File: src/rtl/ledpwm_multi.sv
// ledpwm_multi: multi-channel LED PWM controller.
// One shared prescaler and sawtooth ramp drive every channel. Each channel
// compares its level (off / static / breathe / blink) against the ramp.
// Configuration lands in shadow registers and is committed to the active
// registers only on the last cycle of a PWM period, so outputs never glitch.
module ledpwm_multi #(
  parameter int NCH           = 4,
  parameter int PWM_W         = 8,
  parameter int PRESCALE      = 250,
  parameter int BLINK_PERIODS = 32
) (
  input  logic             clk,
  input  logic             arst,
  input  logic             cfg_we,
  input  logic [3:0]       cfg_ch,
  input  logic [1:0]       cfg_mode,
  input  logic [PWM_W-1:0] cfg_duty,
  output logic [NCH-1:0]   led,
  output logic             period_end
);

  localparam int PC_W = (PRESCALE > 1) ? $clog2(PRESCALE) : 1;
  localparam int BC_W = (BLINK_PERIODS > 1) ? $clog2(BLINK_PERIODS) : 1;
  localparam logic [PC_W-1:0]  PC_LAST   = PC_W'(PRESCALE - 1);
  localparam logic [BC_W-1:0]  BC_LAST   = BC_W'(BLINK_PERIODS - 1);
  localparam logic [4:0]       NCH_L     = 5'(NCH);
  localparam logic [PWM_W:0]   BRE_STEP  = {{PWM_W{1'b0}}, 1'b1};
  localparam logic [PWM_W-1:0] RAMP_LAST = {PWM_W{1'b1}};

  typedef enum logic [1:0] {
    MODE_OFF     = 2'd0,
    MODE_STATIC  = 2'd1,
    MODE_BREATHE = 2'd2,
    MODE_BLINK   = 2'd3
  } mode_e;

  // shared timebase
  logic [PC_W-1:0]  pcnt_q, pcnt_d;
  logic [PWM_W-1:0] ramp_q, ramp_d;
  logic             pend_q, pend_d;
  logic             tick_s;
  logic             pend_s;
  logic             wr_ok_s;

  // per-channel configuration and animation state
  mode_e            shadow_mode_q [NCH];
  mode_e            shadow_mode_d [NCH];
  logic [PWM_W-1:0] shadow_duty_q [NCH];
  logic [PWM_W-1:0] shadow_duty_d [NCH];
  mode_e            act_mode_q    [NCH];
  mode_e            act_mode_d    [NCH];
  logic [PWM_W-1:0] act_duty_q    [NCH];
  logic [PWM_W-1:0] act_duty_d    [NCH];
  logic [PWM_W-1:0] bre_q         [NCH];
  logic [PWM_W-1:0] bre_d         [NCH];
  logic             dir_down_q    [NCH];  // 0 = rising, 1 = falling
  logic             dir_down_d    [NCH];
  logic [BC_W-1:0]  bcnt_q        [NCH];
  logic [BC_W-1:0]  bcnt_d        [NCH];
  logic             phase_off_q   [NCH];  // 0 = blink ON phase, 1 = OFF phase
  logic             phase_off_d   [NCH];
  logic [PWM_W-1:0] level_s       [NCH];
  logic [NCH-1:0]   led_q, led_d;

  assign tick_s  = (pcnt_q == PC_LAST);
  assign pend_s  = tick_s && (ramp_q == RAMP_LAST);
  assign wr_ok_s = cfg_we && ({1'b0, cfg_ch} < NCH_L);

  // Prescaler, ramp, and a registered period_end that lines up with pend_s.
  always_comb begin
    if (tick_s) begin
      pcnt_d = {PC_W{1'b0}};
      ramp_d = ramp_q + {{(PWM_W-1){1'b0}}, 1'b1};
    end else begin
      pcnt_d = pcnt_q + {{(PC_W-1){1'b0}}, 1'b1};
      ramp_d = ramp_q;
    end
    pend_d = (pcnt_d == PC_LAST) && (ramp_d == RAMP_LAST);
  end

  // Shadow writes, period-boundary commit and breathe/blink stepping.
  always_comb begin
    for (int i = 0; i < NCH; i++) begin
      shadow_mode_d[i] = shadow_mode_q[i];
      shadow_duty_d[i] = shadow_duty_q[i];
      act_mode_d[i]    = act_mode_q[i];
      act_duty_d[i]    = act_duty_q[i];
      bre_d[i]         = bre_q[i];
      dir_down_d[i]    = dir_down_q[i];
      bcnt_d[i]        = bcnt_q[i];
      phase_off_d[i]   = phase_off_q[i];

      if (wr_ok_s && (cfg_ch == 4'(i))) begin
        shadow_mode_d[i] = mode_e'(cfg_mode);
        shadow_duty_d[i] = cfg_duty;
      end else begin
        shadow_mode_d[i] = shadow_mode_q[i];
        shadow_duty_d[i] = shadow_duty_q[i];
      end

      // The commit reads shadow_*_q, so a write in this same cycle waits a period.
      if (pend_s) begin
        act_mode_d[i] = shadow_mode_q[i];
        act_duty_d[i] = shadow_duty_q[i];
        if (shadow_mode_q[i] != act_mode_q[i]) begin
          bre_d[i]       = {PWM_W{1'b0}};
          dir_down_d[i]  = 1'b0;
          bcnt_d[i]      = {BC_W{1'b0}};
          phase_off_d[i] = 1'b0;
        end else begin
          case (shadow_mode_q[i])
            MODE_BREATHE: begin
              if (!dir_down_q[i]) begin
                if (({1'b0, bre_q[i]} + BRE_STEP) >= {1'b0, shadow_duty_q[i]}) begin
                  bre_d[i]      = shadow_duty_q[i];
                  dir_down_d[i] = 1'b1;
                end else begin
                  bre_d[i]      = bre_q[i] + {{(PWM_W-1){1'b0}}, 1'b1};
                  dir_down_d[i] = 1'b0;
                end
              end else begin
                if (bre_q[i] > shadow_duty_q[i]) begin
                  bre_d[i]      = shadow_duty_q[i];
                  dir_down_d[i] = 1'b1;
                end else if (bre_q[i] <= {{(PWM_W-1){1'b0}}, 1'b1}) begin
                  bre_d[i]      = {PWM_W{1'b0}};
                  dir_down_d[i] = 1'b0;
                end else begin
                  bre_d[i]      = bre_q[i] - {{(PWM_W-1){1'b0}}, 1'b1};
                  dir_down_d[i] = 1'b1;
                end
              end
            end
            MODE_BLINK: begin
              if (bcnt_q[i] == BC_LAST) begin
                bcnt_d[i]      = {BC_W{1'b0}};
                phase_off_d[i] = !phase_off_q[i];
              end else begin
                bcnt_d[i]      = bcnt_q[i] + {{(BC_W-1){1'b0}}, 1'b1};
                phase_off_d[i] = phase_off_q[i];
              end
            end
            default: begin
              bre_d[i]  = bre_q[i];
              bcnt_d[i] = bcnt_q[i];
            end
          endcase
        end
      end else begin
        act_mode_d[i] = act_mode_q[i];
        act_duty_d[i] = act_duty_q[i];
      end
    end
  end

  // Per-channel level selection and comparison against the ramp.
  always_comb begin
    for (int i = 0; i < NCH; i++) begin
      case (act_mode_q[i])
        MODE_OFF:     level_s[i] = {PWM_W{1'b0}};
        MODE_STATIC:  level_s[i] = act_duty_q[i];
        MODE_BREATHE: level_s[i] = bre_q[i];
        MODE_BLINK:   level_s[i] = phase_off_q[i] ? {PWM_W{1'b0}} : act_duty_q[i];
        default:      level_s[i] = {PWM_W{1'b0}};
      endcase
      led_d[i] = (level_s[i] > ramp_q);
    end
  end

  // State registers; arst clears everything so all channels come up OFF.
  always_ff @(posedge clk or posedge arst) begin
    if (arst) begin
      pcnt_q        <= {PC_W{1'b0}};
      ramp_q        <= {PWM_W{1'b0}};
      pend_q        <= 1'b0;
      led_q         <= {NCH{1'b0}};
      shadow_mode_q <= '{default: MODE_OFF};
      shadow_duty_q <= '{default: {PWM_W{1'b0}}};
      act_mode_q    <= '{default: MODE_OFF};
      act_duty_q    <= '{default: {PWM_W{1'b0}}};
      bre_q         <= '{default: {PWM_W{1'b0}}};
      dir_down_q    <= '{default: 1'b0};
      bcnt_q        <= '{default: {BC_W{1'b0}}};
      phase_off_q   <= '{default: 1'b0};
    end else begin
      pcnt_q        <= pcnt_d;
      ramp_q        <= ramp_d;
      pend_q        <= pend_d;
      led_q         <= led_d;
      shadow_mode_q <= shadow_mode_d;
      shadow_duty_q <= shadow_duty_d;
      act_mode_q    <= act_mode_d;
      act_duty_q    <= act_duty_d;
      bre_q         <= bre_d;
      dir_down_q    <= dir_down_d;
      bcnt_q        <= bcnt_d;
      phase_off_q   <= phase_off_d;
    end
  end

  assign led        = led_q;
  assign period_end = pend_q;

endmodule

File: config.mk
export PLATFORM = sky130hd
export DESIGN_NAME = ledpwm_multi
export DESIGN_NICKNAME = d
export VERILOG_FILES = /design/src/rtl/ledpwm_multi.sv
export SDC_FILE = /design/constraint.sdc
export NUM_CORES = 1
export LEC_CHECK = 0
export BUFFER_PORTS_ARGS = -buffer_cell sky130_fd_sc_hd__buf_4
export CAP_MARGIN = 15
export CORE_MARGIN = 10
export CORE_UTILIZATION = 50
export CTS_BUF_LIST = sky130_fd_sc_hd__clkbuf_8
export DETAILED_ROUTE_END_ITERATION = 10
export GPL_TIMING_DRIVEN = 0
export PLACE_DENSITY = 0.63
export SYNTH_ARGS = -nofsm -noshare
export SYNTH_HDL_FRONTEND = slang
export SYNTH_SLANG_ARGS = --single-unit
File: constraint.sdc
create_clock -name clk -period 7.7 [get_ports clk]
set_clock_uncertainty 0.15 [all_clocks]
set_input_delay 0.385 -clock clk [delete_from_list [all_inputs] [get_ports clk]]
set_output_delay 0.385 -clock clk [all_outputs]
set_load 0.03 [all_outputs]
==> results of run 1 <==
==> worst register-to-register path: stages (launching register included) <==
cell and delay, ns:
dfrtp_1 0.36, clkbuf_1 0.40, and3_1 0.27, and3_1 0.23, nand3_1 0.14, xnor2_1 0.25, ha_1 0.30, a21oi_1 0.15
o21ai_0 0.16, a311oi_4 0.65, mux2i_1 0.28, o21ai_0 0.09, o21bai_1 0.18
==> per-layer routing <==
layer | track usage (%) | wire [um] | vias to the layer above
li1 | - | - | 4557
met5 | 0 | 0 | -
met4 | 5.40 | 451 | 0
met2 | 33.7 | 14000 | 167
met3 | 3.10 | 953 | 31
met1 | 28.8 | 14100 | 4497
==> worst max path at each step <==
| stage | start | depth (start not counted) | endpoint | slack, ns |
|---|---|---|---|---|
| global route | bre_q[26]$_DFFE_PP0P_ | 12 | bre_q[29]$_DFFE_PP0P_ | 3.70 |
| floorplan | arst | 1 | act_duty_q[0]$_DFFE_PP0P_ | 2.82 |
| finish | bre_q[26]$_DFFE_PP0P_ | 12 | bre_q[29]$_DFFE_PP0P_ | 3.97 |
| detailed placement | bre_q[26]$_DFFE_PP0P_ | 12 | bre_q[29]$_DFFE_PP0P_ | 3.99 |
| global placement | arst | 2 | shadow_duty_q[13]$_DFFE_PP0P_ | 0.69 |
| CTS | bre_q[26]$_DFFE_PP0P_ | 12 | bre_q[29]$_DFFE_PP0P_ | 3.97 |
==> stage by stage <==
step | instances | total power [uW] | cell area, um^2 | hold slack (ns) | utilization (%)
5_1_grt | 1569 | 2060 | 12200 | 0.0397 | 55.5
4_1_cts | 1569 | 1980 | 12200 | 0.0315 | 55.5
3_3_place_gp | 1533 | 1270 | 11700 | 0.304 | 53.2
6_report | 1569 | 1970 | 12200 | 0.0531 | 55.5
3_5_place_dp | 1536 | 1280 | 11700 | 0.307 | 53.4
2_1_floorplan | 1232 | 1170 | 11100 | 0.290 | -
==> logic make-up after synthesis <==
logic type	after synthesis
buf+inv	111
compound gates	321
flops	161
simple gates	398
fa+ha+maj	120
mux	71
xor+xnor	50
==> area by class of cell <==
cell class | instances | area [um^2] | share of cell area, %
well taps | 280 | 350 | 2.88
multi-input cells | 960 | 6680 | 55.0
clock inverters | 14 | 194 | 1.60
inverters | 56 | 218 | 1.79
clock buffers | 18 | 248 | 2.04
plain buffers | 55 | 229 | 1.88
flip-flops and latches | 161 | 4030 | 33.2
repair buffers | 25 | 205 | 1.69
==> placed cells by master, fill, tap and decap left out, types with 11 or more instances in the layout <==
master / synthesis / final
o21ai_0: 122 / 122
dfrtp_1: 161 / 161
xnor2_1: 36 / 36
nor2_1: 63 / 63
buf_4: 1 / 22
a21oi_1: 60 / 60
mux2i_1: 28 / 28
a22oi_1: 15 / 15
nand2_1: 159 / 159
clkbuf_8: 0 / 18
nand3_1: 48 / 48
nor2b_1: 15 / 15
nor3_1: 21 / 21
inv_1: 56 / 55
ha_1: 120 / 120
a22o_1: 34 / 34
mux2_2: 43 / 43
and3_1: 16 / 16
nand4_1: 20 / 20
clkbuf_1: 42 / 42
nand2b_1: 11 / 11
xor2_1: 14 / 14
==> timing repair <==
| item | CTS | global route |
|---|---|---|
| hold buffers | 1 | 0 |
| endpoints found under the hold margin | 76 | 0 |
| setup buffers | 0 | 0 |
==> sequential cells by signal, indices dropped and copies added (netlist names) <==
name	count
shadow_mode_q	8
bcnt_q	20
phase_off_q	4
period_end	1
act_duty_q	32
pcnt_q	8
act_mode_q	8
bre_q	32
ramp_q	8
shadow_duty_q	32
led	4
dir_down_q	4
==> power breakdown <==
part           internal, uW  switching, uW  total (uW)  leakage [uW]
clock network           342            365         707      0.000225
registers               894           54.0         948       0.00216
logic                   119            196         315       0.00340
total                  1350            615        1970       0.00578
==> flow_summary_export.csv, run 1 <==
group,metric,value,unit
status,outcome,"finished, final reports clean",
floorplan,rows,54,
final_layout,area_delta_synth_final,9.01,%
hold_path,hold_start,"cfg_mode[1]",
synth,synth_nets,1369,
route,ant_nets,0,
critical_path,cp_slowest_cell,"a311oi_4",
clock_tree,cts-resized-gates,0,
hold_path,worst_hold_path.num_cells,2,
power_and_ir_drop,ir_worst_vdd,0.000140,V
power_and_ir_drop,leakage,0.00578,uW
grt,grt_pass1_wl,48200,um
placement,pre_cts_ws,3.99,ns
clock_tree,clock_latency,0.48,ns
synth,yosysUniqueCellTypes,73,
critical_path,worst-path-buf-inv,1,
critical_path,critPathLaunchType,"flip-flop",
power_and_ir_drop,power_density,162,mW/mm^2
critical_path,path_max_fanout,10,
synth,synth_compound_area_share,18.4,%
floorplan,dieArea,0.0287,mm^2
critical_path,max_stage_delay,0.65,ns
synth,synth_edf_count,0,
route,vias_per_cell,5.90,
critical_path,crit_arrival,3.93,ns
final_layout,diodes,0,
critical_path,timing.rr.end,"bre_q[29]$_DFFE_PP0P_",
hold_path,worstHoldEndpoint,"shadow_mode_q[1]$_DFFE_PP0P_",
timing,period_needed,3.73,ns
clock_tree,cts_max_path_buffers,2,
floorplan,core_area,0.0219,mm^2
final_layout,nets,1413,
synth,synthAdderAreaFrac,13.5,%
synth,synth_warnings,0,
critical_path,reg2reg_depth,12,
grt,antenna_found_initial,0,
synth,synth_area,0.0111,mm^2
clock_tree,cts.sinks,161,
route,drt_iter0_markers,646,
synth,synthSimpleGateAreaFrac,17.2,%
timing,hold_viol,0,
clock_tree,cts-root-buf,"clkbuf_8",
clock_tree,cts_buffers,17,
synth,synth_xor_area_share,3.93,%
synth,synth_area_leaders,"dfrtp_1 (36%), ha_1 (13%), o21ai_0 (5.5%), nand2_1 (5.4%), mux2_2 (4.3%)",
placement,detailed_place_hpwl,21800,um
route,drtPass1Iterations,5,
clock_tree,clkTransAtPathRegs,0.09,ns
synth,yosysSeqAreaShare,36.1,%
timing,rsz0062_at_grt,"false",
synth,synth.avg_cell_area,9.05,um^2
synth,muxShareOfSynthArea,6.86,%
floorplan,io_pins,22,
timing,max_slew.worst_pin.slew,1.04,ns
synth,synth_top_area_share,36.1,%
timing,fin_tns_setup,0,ns
grt,grt_pass1_vias,8933,
clock_tree,cts_tree,"yes",
synth,synth_ff_type,"dfrtp_1",
timing,slew_violations,0,
flow_run,maxCapViolCount,0,
grt,grt_max_degree,86,
critical_path,crit-reg2reg-launch,"bre_q[26]$_DFFE_PP0P_",
placement,gp_congestion,0.902,
synth,synth_seq_cells,161,
floorplan,die_w,169,um
floorplan,die_h,169,um
synth,synth_top_family_by_area,"compound AO/OA/AOI/OAI gates",
hold_path,hold_path.class,"input port to flip-flop",
timing,fin_ws,3.97,ns
final_layout,drive_gt1_share,9.39,%
synth,synth_common_cells,"dfrtp_1 (161), nand2_1 (159), o21ai_0 (122)",
final_layout,fillers,2059,
grt,grt_usage,20.9,%
clock_tree,htreeDepth,4,
critical_path,path_cells,"clkbuf_1 > and3_1 > and3_1 > nand3_1 > xnor2_1 > ha_1 > a21oi_1 > o21ai_0 > a311oi_4 > mux2i_1 > o21ai_0 > o21bai_1",
critical_path,cp_top_family,"compound AO/OA/AOI/OAI gates",
synth,netlist_instances,1232,
timing,finalSetupViolations,0,
route,drc_errors,0,
critical_path,path_class,"flip-flop to flip-flop",
route,vias,9252,
timing,maxSlewHeadroom,30.3,%
route,totalWireLength,29500,um
critical_path,critPathRequiredTime,7.90,ns
synth,synth.most_common_cell,"dfrtp_1",
route,post_drt_wl_per_cell,18.8,um
grt,grt-ovfl-total,0,
synth,synth_top_area_cell,"dfrtp_1",
floorplan,initial_core_util,50.9,%
timing,max_freq,268,MHz
critical_path,rrSetupSlack,3.97,ns
critical_path,cp-end-kind,"flip-flop",
placement,io_buffers,21,
timing,post-route-period-util,48.5,%
synth,synthArstFlopShare,100,%
Power figures use the tool's default switching activity.
==> run 2, diff against run 1 <==
ABC_AREA = 1   (was not set)
clock period = 3.6 ns   (was 7.7 ns; I/O delays follow)
==> run 2 against run 1 <==
Worst setup slack got worse by 3.6 ns. First-iteration DRC count rose by 92%. Via count rose by 24%. Total power rose by 120%. Synthesized cell count rose by 40%. Cell area rose by 10%. Synthesized area rose by 10%. Clock power rose by 97%.
==> flow_summary_export.csv, run 2 <==
group,metric,value,unit
route,vias,11500,
synth,synth_common_cells,"nand2_1 (435), nand3_1 (227), inv_1 (190)",
final_layout,nets,1911,
power_and_ir_drop,leakage,0.00681,uW
synth,synth_top_area_cell,"dfrtp_1",
route,drc_errors,0,
floorplan,io_pins,22,
clock_tree,clkTransAtPathRegs,0.09,ns
status,outcome,"finished, final reports clean",
floorplan,die_w,177,um
grt,grt_pass1_vias,11000,
synth,synthArstFlopShare,100,%
hold_path,hold_start,"cfg_duty[5]",
timing,max_slew.worst_pin.slew,0.830,ns
clock_tree,post_cts_buffers,0,
synth,netlist_instances,1724,
power_and_ir_drop,ir_worst_vdd,0.000207,V
final_layout,final_cell_mix,"nand2_1 (435), nand3_1 (227), inv_1 (192)",
timing,max_freq,311,MHz
clock_tree,clock_latency,0.47,ns
placement,gp_congestion,0.942,
floorplan,initial_core_util,50.6,%
timing,hold_viol,0,
route,drtPass1Iterations,8,
floorplan,rows,57,
clock_tree,cts.sinks,161,
synth,synth_seq_cells,161,
clock_tree,htreeDepth,4,
synth,synth_nets,1861,
critical_path,rrSetupSlack,0.39,ns
timing,post-route-period-util,89.2,%
hold_path,worstHoldEndpoint,"shadow_duty_q[29]$_DFFE_PP0P_",
critical_path,critPathLaunchType,"flip-flop",
floorplan,core_area,0.0242,mm^2
critical_path,cp-end-kind,"flip-flop",
grt,grt_pass1_wl,57400,um
placement,io_buffers,21,
timing,finalSetupViolations,0,
synth,synth_area_leaders,"dfrtp_1 (33%), nand2_1 (13%), ha_1 (12%), nand3_1 (9.3%), inv_1 (5.8%)",
grt,antenna_found_initial,3,
timing,fin_tns_setup,0,ns
clock_tree,cts_buffers,17,
floorplan,dieArea,0.0312,mm^2
critical_path,critPathRequiredTime,3.81,ns
timing,slew_violations,0,
final_layout,diodes,0,
grt,grt-ovfl-total,0,
power_and_ir_drop,power,4280,uW
synth,synth_edf_count,0,
clock_tree,cts-hold-fix-buffers,6,
route,totalWireLength,34400,um
synth,yosysUniqueCellTypes,51,
placement,pre_cts_ws,0.491,ns
final_layout,layout_commonest_cell,"nand2_1",
route,post_drt_wl_per_cell,16.3,um
critical_path,timing.rr.end,"bre_q[26]$_DFFE_PP0P_",
timing,fin_ws,0.390,ns
critical_path,crit-reg2reg-launch,"bre_q[24]$_DFFE_PP0P_",
synth,synth.avg_cell_area,7.11,um^2
timing,rsz0062_at_grt,"false",
grt,grt_usage,22.5,%
synth,synth_area,0.0123,mm^2
critical_path,crit_arrival,3.42,ns
timing,maxSlewHeadroom,44.6,%
synth,synth_ff_type,"dfrtp_1",
grt,grt_max_degree,37,
hold_path,hold_path.class,"input port to flip-flop",
route,ant_nets,0,
final_layout,drive_gt1_share,8.06,%
clock_tree,cts-root-buf,"clkbuf_8",
critical_path,path_max_fanout,9,
placement,detailed_place_hpwl,26000,um
clock_tree,cts_tree,"yes",
synth,yosysSeqAreaShare,32.9,%
critical_path,reg2reg_depth,18,
final_layout,area_delta_synth_final,8.99,%
synth,synth_top_area_share,32.9,%
final_layout,finish.utilization,55.1,%
clock_tree,cts_max_path_buffers,2,
critical_path,path_class,"flip-flop to flip-flop",
route,drt_iter0_markers,1242,
final_layout,top_regs,"act_duty_q: 32 flops, bre_q: 32 flops, shadow_duty_q: 32 flops",
clock_tree,cts-resized-gates,0,
flow_run,maxCapViolCount,0,
floorplan,die_h,177,um
route,vias_per_cell,5.44,
hold_path,worst_hold_path.num_cells,3,
power_and_ir_drop,power_density,320,mW/mm^2
synth,synth_warnings,0,
synth,synth.most_common_cell,"nand2_1",
timing,period_needed,3.21,ns
==> run 2: layer usage <==
metal / up-vias / GRT usage [%] / wire length (um)
met5: - / 0 / 0
met4: 0 / 5.04 / 432
met3: 31 / 2.58 / 1870
met2: 330 / 35.7 / 15600
met1: 5366 / 32.3 / 16600
li1: 5755 / - / -
==> run 2: through the flow <==
stage               hold WS (ns)  cells  cell area (um^2)
floorplan                  0.220   1724             12300
global placement           0.314   2069             12800
detailed placement         0.226   2073             12900
CTS                      0.00642   2110             13400
global route              0.0129   2110             13400
finish                    0.0209   2110             13400
==> run 2: worst max-delay path: stages, from the launching register on <==
cell and delay [ns]:
dfrtp_1 0.48, inv_1 0.20, nor3_1 0.40, nand2_1 0.12, nand2_1 0.09, inv_1 0.06
ha_1 0.27, nand2_1 0.06, inv_1 0.04, nand2_1 0.06, nand3_1 0.08, nand2_1 0.06
nand2_1 0.05, nand2_1 0.26, nand2_1 0.33, nand2_1 0.14, nand3_1 0.07, nand2_1 0.08
nand2_1 0.06
==> run 2: worst max-delay path by stage <==
stage                          startpoint                    end  slack [ns]
floorplan           bre_q[24]$_DFFE_PP0P_  bre_q[25]$_DFFE_PP0P_        1.10
CTS                 bre_q[24]$_DFFE_PP0P_  bre_q[26]$_DFFE_PP0P_        0.46
finish              bre_q[24]$_DFFE_PP0P_  bre_q[26]$_DFFE_PP0P_        0.39
global route        bre_q[24]$_DFFE_PP0P_  bre_q[30]$_DFFE_PP0P_        0.17
global placement                     arst  bre_q[28]$_DFFE_PP0P_        0.05
detailed placement  bre_q[24]$_DFFE_PP0P_  bre_q[25]$_DFFE_PP0P_        0.49
==> run 2: cell type report <==
type | instances | area [um^2]
multi-input combinational | 1311 | 7250
clock inverter | 13 | 148
tap | 324 | 405
buffer | 47 | 215
fill | 2424 | 10900
inverter | 205 | 774
clock buffer | 18 | 248
timing repair buffer | 31 | 298
sequential | 161 | 4030
==> run 2: logic make-up after synthesis <==
group / count (synthesis) / share of synthesized area [%]
and+or+nand+nor: 903 / 33.1
buffers and inverters: 252 / 8.04
AOI/OAI and AO/OA: 245 / 10.7
DFF: 161 / 32.9
adders and majority gates: 120 / 12.2
xor gates and xnor gates: 43 / 3.07
==> run 2: power by group <==
part / internal (uW) / total, uW / leakage [uW] / switching (uW)
registers: 1900 / 2040 / 0.00219 / 146
logic: 245 / 847 / 0.00442 / 603
clock network: 689 / 1390 / 0.000204 / 701
total: 2830 / 4280 / 0.00681 / 1450
